## config.mk

```make
export PLATFORM = sky130hd
export DESIGN_NAME = sync_fifo
export DESIGN_NICKNAME = d
export VERILOG_FILES = /design/src/rtl/sync_fifo.sv
export SDC_FILE = /design/constraint.sdc
export NUM_CORES = 1
export LEC_CHECK = 0
export ABC_AREA = 1
export CELL_PAD_IN_SITES_DETAIL_PLACEMENT = 0
export CELL_PAD_IN_SITES_GLOBAL_PLACEMENT = 1
export CORE_UTILIZATION = 42
export DETAILED_ROUTE_END_ITERATION = 6
export PLACE_DENSITY = 0.85
export RECOVER_POWER = 100
export SETUP_SLACK_MARGIN = 0.1
export SLEW_MARGIN = 0
export SYNTH_ARGS = -nofsm -noshare
export SYNTH_HDL_FRONTEND = slang
export SYNTH_SLANG_ARGS = --single-unit
```

## constraint.sdc

```tcl
create_clock -name clk -period 1.5 [get_ports clk]
set_clock_uncertainty 0.05 [all_clocks]
set_input_delay 0.15 -clock clk [delete_from_list [all_inputs] [get_ports clk]]
set_output_delay 0.15 -clock clk [all_outputs]
set_load 0.1 [all_outputs]
```

## src/rtl/sync_fifo.sv

```systemverilog
// Single-clock FIFO with registered read data and full/empty flags.
// Define FIFO_STATUS_EN to expose occupancy count and sticky overflow/underflow flags.
module sync_fifo #(
  parameter int DATA_WIDTH = 8,
  parameter int DEPTH      = 8
) (
  input  logic                    clk,
  input  logic                    reset,
  input  logic                    write_en,
  input  logic [DATA_WIDTH-1:0]   write_data,
  output logic                    full,
  input  logic                    read_en,
  output logic [DATA_WIDTH-1:0]   read_data,
  output logic                    empty
`ifdef FIFO_STATUS_EN
  ,
  output logic [$clog2(DEPTH):0]  count,
  output logic                    overflow,
  output logic                    underflow
`endif
);

  localparam int AW = $clog2(DEPTH);
  localparam logic [AW:0] FULL_COUNT = (AW+1)'(DEPTH);

  logic [DATA_WIDTH-1:0] mem [DEPTH];
  logic [AW-1:0]         wr_ptr;
  logic [AW-1:0]         rd_ptr;
  logic [AW:0]           occ;
  logic                  wr_accept;
  logic                  rd_accept;

  assign full  = (occ == FULL_COUNT);
  assign empty = (occ == '0);

  // A read frees a slot in the same edge, so a full FIFO can still take a write.
  assign rd_accept = read_en & ~empty;
  assign wr_accept = write_en & (~full | rd_accept);

  always_ff @(posedge clk) begin
    if (wr_accept && !reset) begin
      mem[wr_ptr] <= write_data;
    end
  end

  always_ff @(posedge clk) begin
    if (reset) begin
      wr_ptr    <= '0;
      rd_ptr    <= '0;
      occ       <= '0;
      read_data <= '0;
    end else begin
      if (wr_accept) begin
        wr_ptr <= wr_ptr + 1'b1;
      end
      if (rd_accept) begin
        rd_ptr    <= rd_ptr + 1'b1;
        read_data <= mem[rd_ptr];
      end
      case ({wr_accept, rd_accept})
        2'b10:   occ <= occ + 1'b1;
        2'b01:   occ <= occ - 1'b1;
        default: occ <= occ;
      endcase
    end
  end

`ifdef FIFO_STATUS_EN
  assign count = occ;

  always_ff @(posedge clk) begin
    if (reset) begin
      overflow  <= 1'b0;
      underflow <= 1'b0;
    end else begin
      if (write_en && !wr_accept) begin
        overflow <= 1'b1;
      end
      if (read_en && empty) begin
        underflow <= 1'b1;
      end
    end
  end
`endif

endmodule

```

Yosys cells after proc, flatten, opt, wreduce, memory -nomap -nowiden
Memory sizes are Yosys's and may differ from the RTL's. A register that Yosys moved wholly into a read port is not among the register bits. Cells that the tools add are included.

Register bits: 10. RAM bits: 64. Output and inout port bits: 10. Word-level logic and storage cells: 23. Memories kept: 1.

Add/subtract/negate cells: 4. Equality and inequality tests: 3. Mux-type cells: 3. Bitwise logic cells: 5. Reduce and logical (&&, ||, !) cells: 4.

Memory list: mem (words 8, width 8, rd ports 1, clocked after Yosys merged registers in 1, wr ports 1, line 26) `logic [DATA_WIDTH-1:0] mem [DEPTH];`.

Operators by type and width (number): 4-bit one-hot mux with 2 select lines (1); 3-bit by 1-bit adder with 3-bit output (second input constant) (2); 4-bit by 1-bit adder with 4-bit output (second input constant) (1); 4-bit equality test (second input constant) (1); 4-bit logical NOT (1); 4-bit by 1-bit subtractor with 4-bit output (second input constant) (1); 1-bit AND (2); 2-bit by 1-bit equality test with 1-bit output (second input constant) (1); 2-bit equality test (second input constant) (1); 1-bit two-way mux (2); 1-bit inverter (2); 2-bit nonzero test (1); 1-bit logical AND (1); 1-bit logical NOT (1); 1-bit OR (1).

Longest topological paths before layout
Gate-level depths: netlist of run 1.

Word-level depth: 8. Mapped depth: 11. Mapped depth without buffers: 11.

Worst setup path before layout of run 1
Ideal clock, no wire load.

Kind: register -> register. Start point: register occ[0]. End point: register occ[3]. Arrival time: 1534 ps. Required time: 1335 ps. Path slack: -199 ps. Stages on the path, launching flop included: 12. Buffers on the path: 0. Period minus slack after synthesis: 1699 ps. Cells stage by stage: dfxtp_1 > nor2_4 > nand2_2 > nand3_2 > inv_1 > ha_1 > a21oi_1 > nand3_1 > nand2_2 > nand3_1 > nand2_1 > nor2_1.

Word-level cells in the longest chain between the ends: 7. Elaborated cells on any way between the ends: 13. Those cells by class: add/sub (2); eq/ne (3); mux (1); bitwise (5); reduce/logical (2).

Ends and longest elaborated chain: from (decl) (line 29) `logic [AW:0] occ;`; from (signal assigned) (line 61) `2'b10: occ <= occ + 1'b1;`; from (signal assigned) (line 62) `2'b01: occ <= occ - 1'b1;`; 4-bit logical NOT (line 34) `assign empty = (occ == '0);`; 1-bit inverter (line 37) `assign rd_accept = read_en & ~empty;`; 1-bit AND (line 37); 1-bit OR (line 38) `assign wr_accept = write_en & (~full | rd_accept);`; 1-bit AND (line 38); 2-bit by 1-bit equality test with 1-bit output or 2-bit equality test (tied branches) (line 60) `case ({wr_accept, rd_accept})`; 4-bit one-hot mux with 2 select lines or 2-bit nonzero test (tied branches).

Several ways; a longest one is shown, not always the timed one. A chain may end at the register's enable or synchronous reset.

Final worst setup path of run 1
Start point: register occ[1]. End point: register occ[3].

Same word-level chain as after synthesis.

==> metrics.sh, run 1 <==
SEQ_POWER_SHARE_PCT=36.5
TIMING.FINAL.CRIT_PERIOD_NS=1.55
SYNTH.TOP_CELLS.BY_AREA='sky130_fd_sc_hd__edfxtp_1 (54%), sky130_fd_sc_hd__nand2_1 (10%), sky130_fd_sc_hd__dfxtp_1 (10%), sky130_fd_sc_hd__nand3_1 (5.7%), sky130_fd_sc_hd__inv_1 (3.0%)'
FINAL_CRITICAL_PATH_SETUP_SLACK_NS=-0.0503
CORE_REGION_AREA_SQ_UM=8260
NUM_IO_PINS=22
LAYOUT.NETS=406
INITIAL_ANTENNA_VIOLATION_COUNT=0
SYNTH_LARGEST_TYPE_AREA_FRACTION_PCT=53.5
SYN_AREA_PER_CELL_SQ_UM=10.4
AREA_GROWTH_SYN_TO_LAYOUT_PCT=24.3
ROUTABILITYCONGESTION=0.813
TIMING.RR.END='occ[3]'
PWR_DENSITY_CELL_nW_PER_UM2=1710
NUMBER_OF_PINS_EXCEEDING_THEIR_MAX_SLEW_LIMIT_IN_THE_FINAL_REPORT=0
POWER.SWITCHING_FRACTION_PCT=40.7
STATUS='finished with violations'
RSZ0062_AT_GRT='yes'
VIOLATIONS='negative setup slack'
TIMING.FINAL.SETUP_VIOLATIONS=2
CLOCK.FMAX_MHz=645
NUM_VIAS=2471
MAXIMUM_LEVEL_OF_THE_CTS_H_TREE=3
DRT_FIRST_PASS_ITERS=4
SYNTH_SEQUENTIAL_AREA_RATIO_PCT=63.6
ROUTED_WL_UM=7420
HOLD_BUFFERS=0
BUFFER_PORTS.INSERTED=21
SLOWEST_DELAY_NS=0.34
DPL_WORST_SLACK_NS=-0.358
WORSTREGTOREGCELLS=11
TIMING.REG2REG.SETUP_SLACK_NS=-0.05
GRT_START_MAX_NET_PINS=35
GRT_PASS1_VIAS=2348
POWER_FRAC_CLOCK_PCT=20.5
PATH_MAX_FANOUT=3
POST-SYNTH-TOP-AREA-CELL='sky130_fd_sc_hd__edfxtp_1'
DIE_OUTLINE_AREA_SQ_UM=8920
WORST-SETUP-PATH-TYPE='register to register'
ROW_COUNT=33
CTS_INSERTED_BUFFERS=9
MAXCAPVIOLCOUNT=0
INTERNAL_POWER_uW=4530
DRT-VIAS-PER-INSTANCE=4.96
REMAINING_DRC_ERRORS=0
TIGHTEST_SLEW_NS=0.539
CRIT_SLOWEST_CELL='sky130_fd_sc_hd__dfxtp_2'
NUMCLOCKSINKS=82
REG2REG_LAUNCH_POINT='occ[1]'
P_SW_uW=3110
VDD.IR_DROP.WORST_mV=0.734
CLK_PIN_SLEW_WORST_PATHS_NS=0.08
CRITICAL-PATH-TOP-DELAY-FAMILY='simple AND/OR/NAND/NOR gates'
GR-TOTAL-OVERFLOW=0
WORST_SETUP_PATH_START_KIND='register'
WORST_HOLD_PATH_TYPE='register to register'
TIMING.CRITICAL_PATH.ARRIVAL_NS=1.74
GRT_USAGE_PCT=18.4
FIRST_PASS_GRT_WIRE_LENGTH_UM=12000
POST_SYNTH_INSTANCE_AREA_SQ_UM=3590
LEAKAGE_uW=0.00174
CRIT_PATH_REQUIRED_TIME_NS=1.69
FP.DIEH_UM=94.5
INITIAL_UTILIZATION_PCT=43.5
YS_FF_LATCH=82
TIMING.HOLD.WORST.START='read_data[0]'
FINAL.HOLD.WORST_SLACK_NS=0.428
DP_HPWL_UM=4970
ANT_NETS=0
SYNTH.YOSYS.WARNINGS=0
HOLD_DEPTH=2
POSTSYNTHCELLCOUNT=344
MIN_DELAY_WORST_ENDPOINT='read_data[0]'
TOTAL_BUFFERS_AND_INVERTERS_TRAVERSED_BY_THE_CRITICAL_PATH=1
TIMING.SLEW.HEADROOM_PCT=64.2
INSERTION_DELAY_OF_THE_LATER_CLOCKED_PIN_IN_THE_WORST_SKEW_PAIR_NS=0.34
WORST_PATH_MOST_REPEATED_CELL='sky130_fd_sc_hd__nand3_2'
LAYOUT_COMMONEST_CELL='sky130_fd_sc_hd__nand2_1'
DIE_WIDTH_UM=94.5
FIRST_ITER_VIOLATIONS=241
MAX-CLOCK-PATH-BUFFERS=2
N_ANTENNA_CELL=0
COMBPWRFRAC_PCT=43.0
TRITONCTS='built'
FRACTION_OF_LAYOUT_CELLS_WITH_A_SIZE_SUFFIX_ABOVE_1_PCT=25.2
CTS_ROOT_BUFFER='sky130_fd_sc_hd__clkbuf_8'
LAYOUT_WORST_PATH_CYCLE_SHARE_PCT=103
LAYOUT.CORE_UTILIZATION_PCT=54.0
CP-END-KIND='register'
HOLD_VIOLATIONS=0
YS_TYPES=28
WL_PER_CELL_UM=14.9
CRIT_PATH_CELL_TRACE='nor2_4 > nand2_4 > nand3_4 > inv_4 > ha_1 > a21oi_4 > nand3_2 > nand2_2 > nand3_2 > nand2_1 > nor2_1'
MAPPEDNETLISTNETS=361
FINAL_CELL_MIX='sky130_fd_sc_hd__nand2_1 (98), sky130_fd_sc_hd__edfxtp_1 (64), sky130_fd_sc_hd__nand3_1 (36), sky130_fd_sc_hd__inv_1 (26)'
-- worst register-to-register path, cell delays in order, from the launching register on --
cell and delay (ns):
sky130_fd_sc_hd__dfxtp_2 0.34, sky130_fd_sc_hd__nor2_4 0.15, sky130_fd_sc_hd__nand2_4 0.07, sky130_fd_sc_hd__nand3_4 0.07, sky130_fd_sc_hd__inv_4 0.04, sky130_fd_sc_hd__ha_1 0.21
sky130_fd_sc_hd__a21oi_4 0.18, sky130_fd_sc_hd__nand3_2 0.10, sky130_fd_sc_hd__nand2_2 0.09, sky130_fd_sc_hd__nand3_2 0.06, sky130_fd_sc_hd__nand2_1 0.06, sky130_fd_sc_hd__nor2_1 0.03
-- layer usage --
layer,GRT usage [%],vias up,share of wire (%)
met5,0,-,0
met4,7.70,0,0.98
met3,2.90,6,4.9
met2,28.1,64,48
met1,26.2,1162,46
li1,-,1239,-
-- synth_stat cells --
cell type and number:
sky130_fd_sc_hd__edfxtp_1 64, sky130_fd_sc_hd__nor3_2 4, sky130_fd_sc_hd__xor2_1 2, sky130_fd_sc_hd__nand3_4 1
sky130_fd_sc_hd__o21ai_1 11, sky130_fd_sc_hd__dfxtp_1 18, sky130_fd_sc_hd__clkinv_2 1, sky130_fd_sc_hd__a21oi_2 10
sky130_fd_sc_hd__buf_4 3, sky130_fd_sc_hd__nand3_1 41, sky130_fd_sc_hd__buf_6 4, sky130_fd_sc_hd__nand2_2 4
sky130_fd_sc_hd__nand2_4 2, sky130_fd_sc_hd__and3_1 1, sky130_fd_sc_hd__a21oi_1 7, sky130_fd_sc_hd__clkbuf_1 1
sky130_fd_sc_hd__inv_1 29, sky130_fd_sc_hd__nand3_2 1, sky130_fd_sc_hd__fa_1 1, sky130_fd_sc_hd__o21ai_0 3
sky130_fd_sc_hd__nor2_4 1, sky130_fd_sc_hd__nand4_1 1, sky130_fd_sc_hd__inv_6 1, sky130_fd_sc_hd__inv_2 3
sky130_fd_sc_hd__ha_1 4, sky130_fd_sc_hd__nor2_1 23, sky130_fd_sc_hd__nand2_1 98, sky130_fd_sc_hd__buf_2 5
-- layout make-up --
| cell class | instances | area [sq um] |
|---|---|---|
| multi-input combinational | 215 | 1240 |
| fill | 713 | 3790 |
| timing repair buffer | 47 | 465 |
| clock buffer | 9 | 124 |
| tap | 105 | 131 |
| inverter | 34 | 140 |
| clock inverter | 6 | 67.6 |
| sequential | 82 | 2300 |
-- registers in the layout (all words and copies together), names as in the netlist --
signal     flops
mem           64
occ            4
rd_ptr         3
read_data      8
wr_ptr         3
-- metrics by stage --
step / cells / area, sq um / TNS (ns) / power, uW
after global placement: 479 / 4280 / -15.90 / 6030
after floorplan: 344 / 3710 / -0.0260 / 5140
after CTS: 497 / 4530 / -0.0978 / 7770
after detailed placement: 479 / 4280 / -18.32 / 6090
final: 498 / 4460 / -0.0883 / 7640
after global routing: 498 / 4460 / -4.19 / 8070
-- how the worst max path moves through the flow --
stage               startpoint         to  slack (ns)  cells past startpoint
finish                  occ[1]     occ[3]       -0.05                     11
global route            occ[1]     occ[3]       -0.16                     11
CTS                     occ[0]     occ[3]       -0.05                     11
detailed placement     read_en  mem[1][2]       -0.36                      7
global placement       read_en  mem[7][1]       -0.30                      7
floorplan               occ[1]     occ[3]       -0.03                     11
-- power by group through the flow --
stage | Sequential (uW) | Clock, uW | Combinational [uW]
final | 2790 | 1560 | 3290
after global routing | 2810 | 1700 | 3560
after CTS | 2810 | 1600 | 3360
after detailed placement | 2850 | 0 | 3230
after global placement | 2850 | 0 | 3190
after floorplan | 3310 | 0 | 1830
-- cell families after synthesis --
family / synth area share [%]
AOI/OAI and AO/OA: 5.37
xor gates and xnor gates: 0.488
adders and majority gates: 1.95
buffers and inverters: 6.41
DFF: 63.6
and+or+nand+nor: 22.2
-- repair_timing --
item / in CTS / in global routing
setup buffers: 3 / 0
pin swaps: 11 / 7
cloned: 0 / 1
setup endpoints to repair: 69 / 79
resized for setup: 12 / 11
Power figures use the tool's default switching activity.
==> run 2, diff against run 1 <==
RECOVER_POWER = 50   (was 100)
==> run 2 against run 1 <==
Effect of this change:
- the flow still finishes with violations (negative setup slack)
- maximum frequency barely moved
- first-iteration DRC count fell by 1.7%
- cell count did not move
- flip-flop and latch count did not move
- clock power barely moved
- largest cell class unchanged
- non-clock buffer count did not move
- critical path type unchanged
- register-to-register slack barely moved
- critical path depth did not move
- core utilization rose by 1.7 points
- critical endpoint unchanged
- cell area rose by 3.1%
- sequential power rose by 1%
==> metrics.sh, run 2 (same netlist as run 1, synthesis figures left out) <==
POWER.SWITCHING_FRACTION_PCT=40.0
REGMOSTFLOPS='mem'
CORE_REGION_AREA_SQ_UM=8260
AGGREGATE_NEGATIVE_SETUP_SLACK_NS=-0.0922
TIMING.REG2REG.SETUP_SLACK_NS=-0.05
GR-TOTAL-OVERFLOW=0
INITIAL_UTILIZATION_PCT=43.5
REG2REG_LAUNCH_POINT='occ[1]'
FP.DIEH_UM=94.5
FINAL_CELL_MIX='sky130_fd_sc_hd__nand2_1 (97), sky130_fd_sc_hd__edfxtp_1 (64), sky130_fd_sc_hd__nand3_1 (36), sky130_fd_sc_hd__inv_1 (26), sky130_fd_sc_hd__buf_4 (19)'
WORST_SETUP_PATH_START_KIND='register'
FIRST_ITER_VIOLATIONS=237
TIMING.FINAL.SETUP_VIOLATIONS=2
NUMBER_OF_PINS_EXCEEDING_THEIR_MAX_SLEW_LIMIT_IN_THE_FINAL_REPORT=0
WORST_HOLD_PATH_TYPE='register to register'
GRT_PASS1_VIAS=2348
TIMING.RR.END='occ[3]'
GRT_USAGE_PCT=18.4
TIMING.HOLD.WORST.START='read_data[0]'
FINAL.HOLD.WORST_SLACK_NS=0.468
ROUTABILITYCONGESTION=0.813
DRT_FIRST_PASS_ITERS=5
WORSTREGTOREGCELLS=11
FRACTION_OF_LAYOUT_CELLS_WITH_A_SIZE_SUFFIX_ABOVE_1_PCT=25.7
CLK_PIN_SLEW_WORST_PATHS_NS=0.09
CTS_INSERTED_BUFFERS=9
FINAL_CRITICAL_PATH_SETUP_SLACK_NS=-0.0511
LAYOUT.NETS=406
TIGHTEST_SLEW_NS=0.353
TIMING.FINAL.CRIT_PERIOD_NS=1.55
BUFFER_PORTS.INSERTED=21
PWR_DENSITY_CELL_nW_PER_UM2=1720
INTERNAL_POWER_uW=4750
DIE_OUTLINE_AREA_SQ_UM=8920
NUM_VIAS=2492
N_ANTENNA_CELL=0
HOLD_DEPTH=2
WL_PER_CELL_UM=14.8
NUM_IO_PINS=22
GRT_START_MAX_NET_PINS=35
RSZ0062_AT_GRT='yes'
WORST-SETUP-PATH-TYPE='register to register'
NUMCLOCKSINKS=82
P_SW_uW=3170
CP-END-KIND='register'
CLOCK.FMAX_MHz=645
AREA_GROWTH_SYN_TO_LAYOUT_PCT=28.2
POWER_FRAC_CLOCK_PCT=19.8
PATH_MAX_FANOUT=3
MAXCAPVIOLCOUNT=0
TIMING.CRITICAL_PATH.ARRIVAL_NS=1.74
ROUTED_WL_UM=7370
TIMING.SLEW.HEADROOM_PCT=76.4
CTS_ROOT_BUFFER='sky130_fd_sc_hd__clkbuf_8'
FIRST_PASS_GRT_WIRE_LENGTH_UM=12000
CRIT_PATH_REQUIRED_TIME_NS=1.69
LAYOUT_COMMONEST_CELL='sky130_fd_sc_hd__nand2_1'
INITIAL_ANTENNA_VIOLATION_COUNT=0
REMAINING_DRC_ERRORS=0
VIOLATIONS='negative setup slack'
MAX-CLOCK-PATH-BUFFERS=2
LARGEST_REGISTERS='mem: 64 flops, read_data: 8 flops, occ: 4 flops'
DP_HPWL_UM=4970
MIN_DELAY_WORST_ENDPOINT='read_data[0]'
DPL_WORST_SLACK_NS=-0.358
MAXIMUM_LEVEL_OF_THE_CTS_H_TREE=3
LARGEST_REGISTER_FFS=64
INSERTION_DELAY_OF_THE_LATER_CLOCKED_PIN_IN_THE_WORST_SKEW_PAIR_NS=0.34
STATUS='finished with violations'
LEAKAGE_uW=0.00177
SEQ_POWER_SHARE_PCT=35.7
POWER_uW=7920
HOLD_VIOLATIONS=0
TRITONCTS='built'
DIE_WIDTH_UM=94.5
LAYOUT_WORST_PATH_CYCLE_SHARE_PCT=103
ANT_NETS=0
DRT-VIAS-PER-INSTANCE=5.00
ROW_COUNT=33
COMBPWRFRAC_PCT=44.5
VDD.IR_DROP.WORST_mV=0.758
## run 2: cell types whose count changed in the layout (fill, tap and decap cells not counted), sizes merged
cell           before  now
dlygate4sd3         8    7
buf                32   35
clkdlybuf4s50       3    4
clkbuf             13   10
## run 2: power groups by stage
stage | sequential [uW] | clock (uW) | combinational [uW]
2_1_floorplan | 3310 | 0 | 1830
3_3_place_gp | 2850 | 0 | 3190
3_5_place_dp | 2850 | 0 | 3230
4_1_cts | 2810 | 1600 | 3360
5_1_grt | 2850 | 1700 | 3810
6_report | 2830 | 1570 | 3530
## run 2: how the worst max path moves through the flow
stage	slack, ns	endpoint	from
floorplan	-0.03	occ[3]	occ[1]
CTS	-0.05	occ[3]	occ[0]
global route	-0.16	occ[3]	occ[1]
global placement	-0.30	mem[7][1]	read_en
detailed placement	-0.36	mem[1][2]	read_en
finish	-0.05	occ[3]	occ[1]
## run 2: per-layer routing
metal | track usage [%] | share of wire (%) | up-vias
met1 | 26.2 | 46 | 1172
met3 | 2.90 | 5.2 | 9
li1 | - | - | 1238
met2 | 28.1 | 48 | 73
met5 | 0 | 0 | -
met4 | 7.70 | 1.4 | 0
## run 2: per-stage QoR
stage / instances / util, % / instance area [sq um]
global placement: 479 / 51.8 / 4280
detailed placement: 479 / 51.8 / 4280
global route: 498 / 55.7 / 4600
CTS: 497 / 54.9 / 4530
finish: 498 / 55.7 / 4600
floorplan: 344 / - / 3710
## run 2: timing repair
item,CTS,global route
endpoints found under the setup margin,69,79
buffers inserted,3,0
gates resized for setup,12,11
gates cloned,0,1
hold buffers,0,0
pin swaps,11,7
## run 2: cell type report
cell class	count	area, sq um
Clock buffer	9	124
Clock inverter	6	67.6
Fill cell	695	3650
Inverter	34	154
Multi-Input combinational cell	215	1240
Sequential cell	82	2300
Tap cell	105	131
Timing Repair Buffer	47	589
## run 2: critical path, stage by stage (launching register included)
cell and delay (ns):
sky130_fd_sc_hd__dfxtp_2 0.34, sky130_fd_sc_hd__nor2_4 0.15, sky130_fd_sc_hd__nand2_4 0.07, sky130_fd_sc_hd__nand3_4 0.07, sky130_fd_sc_hd__inv_4 0.04, sky130_fd_sc_hd__ha_1 0.21
sky130_fd_sc_hd__a21oi_4 0.18, sky130_fd_sc_hd__nand3_2 0.10, sky130_fd_sc_hd__nand2_2 0.09, sky130_fd_sc_hd__nand3_2 0.06, sky130_fd_sc_hd__nand2_1 0.06, sky130_fd_sc_hd__nor2_1 0.03
==> run 3, diff against run 2 <==
SLEW_MARGIN = 25   (was 0)
==> results of run 3 <==
Same layout as run 2: the final DEF is identical, and so are final timing and power.
